===== src/rtl/ttrig_pkg.sv =====
// rtl/ttrig_pkg.sv - shared state encoding and default widths for the T-trigger bank sequencer
package ttrig_pkg;

  localparam int N_DEF     = 8;
  localparam int CNT_W_DEF = 8;
  localparam int GAP_W_DEF = 4;

  typedef enum logic [1:0] {
    S_IDLE  = 2'd0,
    S_PULSE = 2'd1,
    S_GAP   = 2'd2,
    S_DONE  = 2'd3
  } state_t;

endpackage


===== src/rtl/ttrig_cell.sv =====
// rtl/ttrig_cell.sv - single T flip-flop with clock enable and async active-high reset
module ttrig_cell (
  input  logic clk,
  input  logic rst,
  input  logic en,
  output logic q,
  output logic nq
);

  always_ff @(posedge clk or posedge rst) begin
    if (rst) begin
      q <= 1'b0;
    end else if (en) begin
      q <= ~q;
    end
  end

  assign nq = ~q;

endmodule


===== src/rtl/ttrig_bank_seq.sv =====
// rtl/ttrig_bank_seq.sv - command-driven toggle-strobe sequencer in front of a bank of T flip-flops
module ttrig_bank_seq
  import ttrig_pkg::*;
#(
  parameter int N     = N_DEF,
  parameter int CNT_W = CNT_W_DEF,
  parameter int GAP_W = GAP_W_DEF
) (
  input  logic             clk,
  input  logic             rst,
  input  logic             cmd_valid,
  output logic             cmd_ready,
  input  logic [N-1:0]     cmd_mask,
  input  logic [CNT_W-1:0] cmd_count,
  input  logic [GAP_W-1:0] cmd_gap,
  input  logic             abort,
  output logic [N-1:0]     q,
  output logic [N-1:0]     nq,
  output logic             busy,
  output logic             done,
  output logic [CNT_W-1:0] remaining
);

  state_t             state, state_nx;
  logic [N-1:0]       mask_r;
  logic [GAP_W-1:0]   gap_r, gap_cnt, gap_cnt_nx;
  logic [CNT_W-1:0]   rem_nx;
  logic               pulse_en;
  logic               accept;

  always_comb begin
    state_nx   = state;
    rem_nx     = remaining;
    gap_cnt_nx = gap_cnt;
    pulse_en   = 1'b0;
    accept     = 1'b0;
    case (state)
      S_IDLE: begin
        if (cmd_valid) begin
          accept   = 1'b1;
          rem_nx   = cmd_count;
          state_nx = (cmd_count == '0) ? S_DONE : S_PULSE;
        end
      end
      S_PULSE: begin
        // abort wins over the toggle of this cycle
        if (abort) begin
          rem_nx   = '0;
          state_nx = S_DONE;
        end else begin
          pulse_en = 1'b1;
          rem_nx   = remaining - CNT_W'(1);
          if (remaining == CNT_W'(1)) begin
            state_nx = S_DONE;
          end else if (gap_r == '0) begin
            state_nx = S_PULSE;
          end else begin
            state_nx   = S_GAP;
            gap_cnt_nx = gap_r;
          end
        end
      end
      S_GAP: begin
        if (abort) begin
          rem_nx   = '0;
          state_nx = S_DONE;
        end else begin
          gap_cnt_nx = gap_cnt - GAP_W'(1);
          if (gap_cnt == GAP_W'(1)) begin
            state_nx = S_PULSE;
          end
        end
      end
      S_DONE: begin
        state_nx = S_IDLE;
      end
      default: begin
        state_nx = S_IDLE;
      end
    endcase
  end

  always_ff @(posedge clk or posedge rst) begin
    if (rst) begin
      state     <= S_IDLE;
      remaining <= '0;
      gap_cnt   <= '0;
      mask_r    <= '0;
      gap_r     <= '0;
      done      <= 1'b0;
    end else begin
      state     <= state_nx;
      remaining <= rem_nx;
      gap_cnt   <= gap_cnt_nx;
      done      <= (state_nx == S_DONE);
      if (accept) begin
        mask_r <= cmd_mask;
        gap_r  <= cmd_gap;
      end
    end
  end

  assign busy      = (state == S_PULSE) || (state == S_GAP);
  assign cmd_ready = (state == S_IDLE);

  for (genvar i = 0; i < N; i++) begin : g_cell
    ttrig_cell u_cell (
      .clk (clk),
      .rst (rst),
      .en  (pulse_en & mask_r[i]),
      .q   (q[i]),
      .nq  (nq[i])
    );
  end

endmodule


===== config.mk =====
export PLATFORM = sky130hd
export DESIGN_NAME = ttrig_bank_seq
export DESIGN_NICKNAME = d
export VERILOG_FILES = /design/src/rtl/ttrig_pkg.sv /design/src/rtl/ttrig_cell.sv /design/src/rtl/ttrig_bank_seq.sv
export SDC_FILE = /design/constraint.sdc
export NUM_CORES = 1
export LEC_CHECK = 0
export BUFFER_PORTS_ARGS = -buffer_cell sky130_fd_sc_hd__buf_2
export CAP_MARGIN = 0
export CELL_PAD_IN_SITES_DETAIL_PLACEMENT = 0
export CELL_PAD_IN_SITES_GLOBAL_PLACEMENT = 1
export CORE_MARGIN = 2
export CORE_UTILIZATION = 35
export DETAILED_ROUTE_END_ITERATION = 10
export HOLD_SLACK_MARGIN = 0.03
export PLACE_DENSITY = 0.69
export SLEW_MARGIN = 40
export SYNTH_ARGS = -nofsm -noshare
export SYNTH_HDL_FRONTEND = slang
export SYNTH_SLANG_ARGS = --single-unit

===== constraint.sdc =====
create_clock -name clk -period 1.85 [get_ports clk]
set_input_delay 0.0925 -clock clk [delete_from_list [all_inputs] [get_ports clk]]
set_output_delay 0.0925 -clock clk [all_outputs]
set_load 0.05 [all_outputs]

# --- Word-level counts from Yosys, hierarchy flattened ---
# Cells that the tools add are included.
op_classes:
  addsub: 2
  reduce_logical: 8
  n_bitwise: 16
  n_eq_ne: 12
  mux: 21
ops:
  columns: ["op", "n"]
  rows:
  - ["two-way mux 8 bit", 3]
  - ["case mux 8 bit (3 select lines)", 1]
  - ["two-way mux 4 bit", 4]
  - ["two-way mux 2 bit", 7]
  - ["inequality test 2 bit (second input constant)", 6]
  - ["bitwise AND 1 bit", 8]
  - ["equality test 8 x 1 -> 1 bit (second input constant)", 1]
  - ["logical NOT 8 bit", 1]
  - ["inverter 1 bit", 8]
  - ["case mux 2 bit (4 select lines)", 1]
  - ["case mux 4 bit (2 select lines)", 1]
  - ["subtractor 8 x 1 -> 8 bit (second input constant)", 1]
  - ["equality test 2 bit (second input constant)", 3]
  - ["AND reduction 5 bit", 1]
  - ["equality test 4 x 1 -> 1 bit (second input constant)", 1]
  - ["logical NOT 4 bit", 1]
  - ["two-way mux 1 bit", 4]
  - ["subtractor 4 x 1 -> 4 bit (second input constant)", 1]
  - ["AND reduction 3 bit", 1]
  - ["nonzero test 3 bit", 1]
  - ["equality test 2 x 1 -> 1 bit (second input constant)", 1]
  - ["logical NOT 2 bit", 1]
  - ["nonzero test 2 bit", 1]
  - ["logical OR 1 bit", 1]
totals:
  inputBits: 24
  regBits: 35
  wordCells: 73
  output_inout_bits: 27

# --- Longest topological paths before layout ---
# Gate-level depths: netlist of run 1.
logic_depth:
  depth_word: 6
  ltp_mapped: 8
  mapped_depth_nobuf: 6

# --- Cells and area by module ---
# Synthesis of run 1 repeated with hierarchy kept, for this count alone.
hier_totals:
  cells_unflattened: 195
  area_unflattened_um2: 1898.1
modules_own_cells:
  columns: ["mod", "seq_area_each_um2", "area_per_inst_um2", "cells_per_inst", "instances"]
  rows:
  - ["ttrig_bank_seq", 675.6, 1567.8, 163, 1]
  - ["ttrig_cell", 25.0, 41.3, 4, 8]

# --- Least setup slack after synthesis of run 1 ---
# Ideal clock, no wire load.
synth_path:
  kind: "register to register"
  start: "register remaining[1]"
  end: "register gap_cnt[2]"
  setup_time_ns: 0.121
  path_stages_with_launch: 7
  t_required_ns: 1.729
  path_slack_ns: -0.116
  path_buffers: 0
  period_less_slack_ns: 1.966
  t_arrival_ns: 1.845
  cell_sequence: "dfrtp_1 inv_1 ha_1 nor4b_4 a211oi_1 o21ai_1 o22a_1"
synth_via:
  elab_chain_len: 3
synth_lines:
  columns: ["element", "line", "source"]
  rows:
  - ["from (decl)", "ttrig_bank_seq.sv:21", "output logic [CNT_W-1:0] remaining"]
  - ["from (signal assigned)", "ttrig_bank_seq.sv:93", "remaining <= rem_nx;"]
  - ["equality test 8 x 1 -> 1 bit", "ttrig_bank_seq.sv:53", "if (remaining == CNT_W'(1)) begin"]
  - ["inequality test 2 bit (no line)", null, null]
  - ["AND reduction 5 bit (no line)", null, null]
  - ["to (signal assigned)", "ttrig_bank_seq.sv:94", "gap_cnt <= gap_cnt_nx;"]
  - ["to (decl)", "ttrig_bank_seq.sv:26", "logic [GAP_W-1:0] gap_r, gap_cnt, gap_cnt_nx;"]
# No other way between the ends.
# A chain may end at the register's enable or synchronous reset.

# --- Final worst setup path of run 1 ---
layout_path:
  start: "register remaining[0]"
  end: "register state[0]"
layout_via:
  elab_chain_len: 4
layout_lines:
  columns: ["element", "line", "source"]
  rows:
  - ["equality test 8 x 1 -> 1 bit", "ttrig_bank_seq.sv:53", null]
  - ["two-way mux 2 bit", "ttrig_bank_seq.sv:53", null]
  - ["two-way mux 2 bit", "ttrig_bank_seq.sv:47", "if (abort) begin"]
  - ["case mux 2 bit (4 select lines)", "ttrig_bank_seq.sv:37", "case (state)"]
  - ["via state_nx[0]", "ttrig_bank_seq.sv:24", "state_t state, state_nx;"]
  - ["to (signal assigned)", "ttrig_bank_seq.sv:92", "state <= state_nx;"]
  - ["to (decl)", "ttrig_bank_seq.sv:24", null]
# The timed path passes the listed nets, and every way through them passes these cells.

==> results of run 1 <==
## final timing paths
check,from,end,slack [ns]
max,remaining[0],state[0],0.06
min,cmd_mask[5],mask_r[5],0.04
max reg2reg,remaining[0],state[0],0.06
min reg2reg,g_cell[3].u_cell.q,g_cell[3].u_cell.q,0.49
max in group asynchronous,rst,remaining[0],1.05
min in group asynchronous,rst,done,0.46
## per-layer routing
layer,wire length [um],global-route usage [%],share of wire [%],vias to the layer above
li1,-,-,-,806
met1,2120,20.2,48,748
met2,2040,23.8,46,45
met3,243,3.93,5.4,7
met4,63,4.58,1.4,0
met5,0,0,0,-
## what timing repair did
item	in CTS	in global routing
endpoints found under the hold margin	36	0
hold buffers	2	0
buffers inserted	0	3
setup endpoints to repair	0	7
resized for setup	0	6
## area by class of cell
| class | count | area (um2) | share of cell area, % |
|---|---|---|---|
| clock buffers | 6 | 82.6 | 3.36 |
| clock inverters | 1 | 5.00 | 0.204 |
| inverters | 20 | 75.1 | 3.05 |
| multi-input cells | 128 | 952 | 38.7 |
| flip-flops and latches | 35 | 878 | 35.7 |
| well taps | 72 | 90.1 | 3.66 |
| repair buffers | 66 | 375 | 15.3 |
## cells in the final DEF, fill, tap and decap left out, types with 6 or more instances in the layout
master                     netlist  layout
sky130_fd_sc_hd__mux2_2         12      12
sky130_fd_sc_hd__nand2_1        13      13
sky130_fd_sc_hd__a21oi_1         9       8
sky130_fd_sc_hd__xnor2_1         8       8
sky130_fd_sc_hd__inv_1          19      18
sky130_fd_sc_hd__dfrtp_1        35      33
sky130_fd_sc_hd__nor2_1         17      17
sky130_fd_sc_hd__o21ai_0         6       6
sky130_fd_sc_hd__clkbuf_8        0       6
sky130_fd_sc_hd__buf_2           4      50
sky130_fd_sc_hd__buf_4          16      14
## Yosys cell counts, drive strengths merged
library cell  count
a211o             1
a211oi            2
a21oi             9
a221oi            3
a22o              1
a22oi             1
a2bb2oi           1
a31o              1
a31oi             4
a41oi             1
and3              1
buf              20
clkbuf            2
clkinv            1
dfrtp            35
ha                7
inv              19
mux2             12
mux2i             1
nand2            13
nand2b            2
nand3b            1
nor2             17
nor2b             3
nor3              5
nor3b             3
nor4              4
nor4b             2
o21ai            10
o221a             2
o221ai            2
o22a              1
o2bb2ai           3
o311a             1
o311ai            1
o32a              1
or3               2
or4               2
xnor2             8
## kinds of logic after synthesis
family,Yosys count,synth area share [%]
AO/OA/AOI/OAI,45,16.0
XOR/XNOR,8,3.45
adder cells (fa/ha/maj),7,4.31
buffers and inverters,42,11.0
flip-flops,35,43.1
multiplexers,13,7.15
AND/OR/NAND/NOR,55,15.0
## state kept, by name (all words and copies together) (netlist names)
signal / count
gap_cnt: 4
state: 2
g_cell.u_cell.q: 8
done: 1
gap_r: 4
mask_r: 8
remaining: 8
## metrics by stage
stage / setup TNS, ns / cell area (um2) / setup WS (ns) / hold slack, ns / instances
6_report: 0 / 2460 / 0.0629 / 0.0365 / 328
2_1_floorplan: 0 / 2040 / 0.0545 / 0.243 / 205
4_1_cts: 0 / 2420 / 0.0413 / 0.0317 / 325
3_3_place_gp: 0 / 2310 / 0.136 / 0.222 / 316
5_1_grt: -0.00110 / 2460 / -0.00110 / 0.0311 / 328
3_5_place_dp: 0 / 2310 / 0.0577 / 0.224 / 316
==> Flow_metrics.wiki, run 1 <==
{| class="wikitable"
! Metric !! Value
|-
| Kind of end point of the critical path || flop
|-
| Filler Cell Count || 560
|-
| Global-route wire length before repair || roughly 7500 um
|-
| Classification of the worst-slack hold path || in -> reg
|-
| Layout Area Growth over Synthesis || 21.1%
|-
| Top-area cell type share of the netlist area || 43.1%
|-
| Via count of the first global-routing pass || approximately 1600
|-
| Worst path top cell family by delay || compound AO/OA/AOI/OAI gates
|-
| Fraction of the yosys area taken by sequential cells || a little over two fifths
|-
| Overall die width || between 80 and 90 um
|-
| Cell count of the worst hold path || 2
|-
| Detailed-route wire length || between 4000 and 5000 um
|-
| Dominant cells by area after synthesis || sky130_fd_sc_hd__dfrtp_1, sky130_fd_sc_hd__mux2_2, sky130_fd_sc_hd__buf_4, sky130_fd_sc_hd__ha_1, sky130_fd_sc_hd__inv_1
|-
| Number of buffers on the longest clock path || 2
|-
| Total number of cells along the worst setup path || 6
|-
| Data required time of the critical path || between 2 and 2.5 ns
|-
| Share of post-route cells with drive strength above 1 || between 30 and 40%
|-
| Startpoint Class || flop
|-
| Depth of the worst register-to-register path || 6
|-
| Clk sink count || 35
|-
| Category of the most critical setup path || reg -> reg
|-
| Antenna violations before repair || 0
|-
| Worst-path maximum fanout || 7
|-
| Master cell of the clock root buffer || sky130_fd_sc_hd__clkbuf_8
|-
| Core Area || 5540 um2
|-
| Number of nets with antenna violations after detailed routing || 0
|-
| HPWL after detailed placement || ~3300 um
|-
| Synth Register Bits || 35
|-
| Minimum period implied by the final worst setup slack || around 1.8 ns
|-
| Total clock buffers created by CTS || 5
|-
| Synthesized netlist cell count || 205
|-
| Avg Cell Area, Syn || 9.91 um2
|-
| Die height || around 80 um
|-
| # rows || 27
|-
| Synth Warn # || 0
|-
| Number of maximum-capacitance violations || 0
|-
| DRC marker count from the first detailed-route iteration || slightly below 80
|-
| Largest area contributor in the synthesized netlist || sky130_fd_sc_hd__dfrtp_1
|-
| Max_slew headroom || between 60 and 70%
|-
| Total number of nets in the final design || 287
|-
| Wirelength per Cell || ~14 um
|-
| Diodes inserted || 0
|-
| Number of top-level design ports || 51
|-
| Total Routing Usage GR || between 15 and 20%
|-
| Final-report max-slew violation count || 0
|-
| Total congestion overflow after global routing || 0
|-
| Total standard cell area after synthesis || 2030 um2
|-
| Starting density of the core || 36.7%
|-
| DR vias || roughly 1600
|-
| Worst path bufs/invs || 1
|-
| Master of the slowest instance on the critical path || sky130_fd_sc_hd__dfrtp_2
|-
| Drt first pass iters || 4
|-
| Peak per-stage delay on the critical path || around 0.45 ns
|-
| Htree depth || 2
|-
| DRC violation count after routing || 0
|-
| Final core utilization || roughly 44%
|-
| Count of distinct cell types in the synthesized netlist || 46
|-
| Final-report setup violation count || 0
|-
| Final setup skew || slightly above 0.008 ns
|-
| Die Area || approximately 6400 um2
|-
| Hold Vio Cnt, Final || 0
|-
| Fmax || roughly 560 MHz
|-
| Worst skew pair latency || between 0.2 and 0.3 ns
|-
| Clock-pin slew on the worst setup and hold paths || around 0.070 ns
|-
| Result of the run || finished clean
|-
| Cell Chain, Critical Path || ha_1, nor4b_4, buf_4, a211o_2, a221oi_2, nor2_1
|-
| Total of buffers placed on input and output ports || 50
|-
| Final weighted congestion in routability-driven placement || 0.769
|-
| Data arrival time of the critical path || around 2 ns
|-
| Net count of the mapped netlist || between 200 and 250
|-
| Final critical-path share of the clock period || between 90% and 100%
|-
| Drt via density || just under 5
|-
| Maximum number of pins on one net before global-route repair || 36
|-
| CTS tree || done
|-
| Actual slew at the worst max-slew pin || 0.461 ns
|}
Power of run 1 is not shown: default switching activity piles up to over one toggle a cycle in this logic, so the estimate is an artifact.
==> run 2, diff against run 1 <==
--- a/config.mk
+++ b/config.mk
@@ -14,6 +14,7 @@
 export DETAILED_ROUTE_END_ITERATION = 10
 export HOLD_SLACK_MARGIN = 0.03
 export PLACE_DENSITY = 0.69
+export SETUP_SLACK_MARGIN = 0.2
 export SLEW_MARGIN = 40
 export SYNTH_ARGS = -nofsm -noshare
 export SYNTH_HDL_FRONTEND = slang
==> constraint.sdc (replaced) <==
create_clock -name clk -period 1.85 [get_ports clk]
set_input_delay 0.37 -clock clk [delete_from_list [all_inputs] [get_ports clk]]
set_output_delay 0.37 -clock clk [all_outputs]
set_load 0.05 [all_outputs]
==> Flow_metrics.wiki, run 2 (synthesis gave the netlist of run 1 again) <==
{| class="wikitable"
! Metric !! Value
|-
| Die height || ~80 um
|-
| Total of buffers placed on input and output ports || 50
|-
| Leading registers by flop count || g_cell.u_cell.q x8, mask_r x8, remaining x8
|-
| Total clock buffers created by CTS || 5
|-
| DR vias || approximately 1700
|-
| Max_slew headroom || 69.8%
|-
| Core Area || approximately 5500 um2
|-
| Htree depth || 2
|-
| Category of the most critical setup path || reg -> out
|-
| CTS tree || done
|-
| Final critical-path share of the clock period || about nine tenths
|-
| # rows || 27
|-
| Data arrival time of the critical path || 1.29 ns
|-
| Actual slew at the worst max-slew pin || 0.454 ns
|-
| Final hold slack || 0.169 ns
|-
| Worst skew pair latency || between 0.2 and 0.3 ns
|-
| Clock-pin slew on the worst setup and hold paths || 0.08 ns
|-
| Final weighted congestion in routability-driven placement || ~0.74
|-
| Number of top-level design ports || 51
|-
| Diodes inserted || 0
|-
| Wirelength per Cell || about 14 um
|-
| Hold buffers post-CTS || 0
|-
| Classification of the worst-slack hold path || in -> async
|-
| Final-report setup violation count || 0
|-
| Starting density of the core || between 30% and 40%
|-
| RSZ-0062 raised after global routing || yes
|-
| Hold Vio Cnt, Final || 0
|-
| Result of the run || finished clean
|-
| Minimum period implied by the final worst setup slack || between 1.5 and 2 ns
|-
| Drt first pass iters || 4
|-
| Most frequent standard cell in the layout excluding fill and tap cells || sky130_fd_sc_hd__buf_2
|-
| Number of buffers on the longest clock path || 2
|-
| Layout Cell Area excl Fill || ~2700 um2
|-
| HPWL after detailed placement || between 3000 and 4000 um
|-
| Number of nets with antenna violations after detailed routing || 0
|-
| Worst setup slack for register-to-register paths || around 0.22 ns
|-
| Number of instances in the placed design || ~320
|-
| DRC marker count from the first detailed-route iteration || 54
|-
| Total Routing Usage GR || 15.1%
|-
| Startpoint Class || flop
|-
| Data required time of the critical path || 1.48 ns
|-
| Total number of nets in the final design || approximately 290
|-
| Layout Area Growth over Synthesis || 32.5%
|-
| Detailed-route wire length || ~4700 um
|-
| Via count of the first global-routing pass || ~1600
|-
| Most frequent cells in the layout || sky130_fd_sc_hd__buf_2, sky130_fd_sc_hd__dfrtp_1, sky130_fd_sc_hd__buf_4
|-
| Total negative slack for setup checks || 0 ns
|-
| Drt via density || about 5
|-
| Share of post-route cells with drive strength above 1 || roughly 49%
|-
| Maximum number of pins on one net before global-route repair || 36
|-
| Depth of the worst register-to-register path || 6
|-
| Total congestion overflow after global routing || 0
|-
| Number of non-filler instances in the completed layout || between 300 and 400
|-
| Placed cell areas || between 2000 and 2500 um2
|-
| Kind of end point of the critical path || output port
|-
| Clk sink count || 35
|-
| Master cell of the clock root buffer || sky130_fd_sc_hd__clkbuf_8
|-
| Fmax || between 600 and 700 MHz
|-
| Final-report max-slew violation count || 0
|-
| Die Area || ~6400 um2
|-
| Number of maximum-capacitance violations || 0
|-
| DRC violation count after routing || 0
|-
| Global-route wire length before repair || between 7000 and 8000 um
|-
| Antenna violations before repair || 0
|-
| Overall die width || 80.2 um
|-
| FF-to-FF End || done
|-
| Reg-to-Reg Start || remaining[0]
|-
| Final setup skew || between 0.007 and 0.008 ns
|-
| Worst-path maximum fanout || 5
|}
run 2: cell count changes in the layout (fill, tap and decap cells not counted), moves of 3 or more:
| cell | previous run | this run |
|---|---|---|
| sky130_fd_sc_hd__inv_1 | 18 | 14 |
| sky130_fd_sc_hd__nor3b_1 | 3 | 0 |
| sky130_fd_sc_hd__ha_4 | 0 | 4 |
| sky130_fd_sc_hd__inv_2 | 1 | 5 |
run 2: worst max path at each step:
stage	slack, ns	cells past startpoint	from	endpoint
global route	0.14	5	state[1]	remaining[1]
CTS	0.18	7	state[1]	g_cell[3].u_cell.q
floorplan	0.14	6	remaining[1]	done
detailed placement	0.08	7	state[1]	g_cell[3].u_cell.q
finish	0.19	3	state[1]	busy
global placement	0.14	6	state[1]	gap_cnt[2]
run 2: layout make-up:
class / instances / area [um2]
clock buffer: 5 / 68.8
clock inverter: 3 / 43.8
fill: 553 / 2850
inverter: 20 / 75.1
multi-input combinational: 128 / 1130
sequential: 35 / 880
tap: 72 / 90.1
timing repair buffer: 68 / 403
run 2: timing repair:
action	in CTS	in global routing
cloned	0	1
gates resized for setup	8	31
buffers inserted	4	3
pin swaps	2	8
setup endpoints to repair	24	25
run 2: per-layer routing:
layer	share of wire (%)	vias to the layer above	wire, um	global-route usage (%)
li1	-	813	-	-
met1	47	776	2220	20.2
met2	45	55	2120	23.3
met3	5.8	7	269	4.38
met4	1.5	0	70	4.75
met5	0	-	0	0
run 2: per-stage QoR:
stage | utilization, % | setup slack (ns)
global route | 48.6 | 0.141
global placement | 42.2 | 0.139
floorplan | - | 0.141
finish | 48.6 | 0.191
CTS | 45.3 | 0.177
detailed placement | 42.2 | 0.0768
run 2: critical path, cell delays in order (launching register included):
cell,delay (ns)
sky130_fd_sc_hd__dfrtp_1,0.43
sky130_fd_sc_hd__inv_2,0.10
sky130_fd_sc_hd__ha_4,0.30
sky130_fd_sc_hd__buf_6,0.16
Power of run 2 is left out for the same reason.
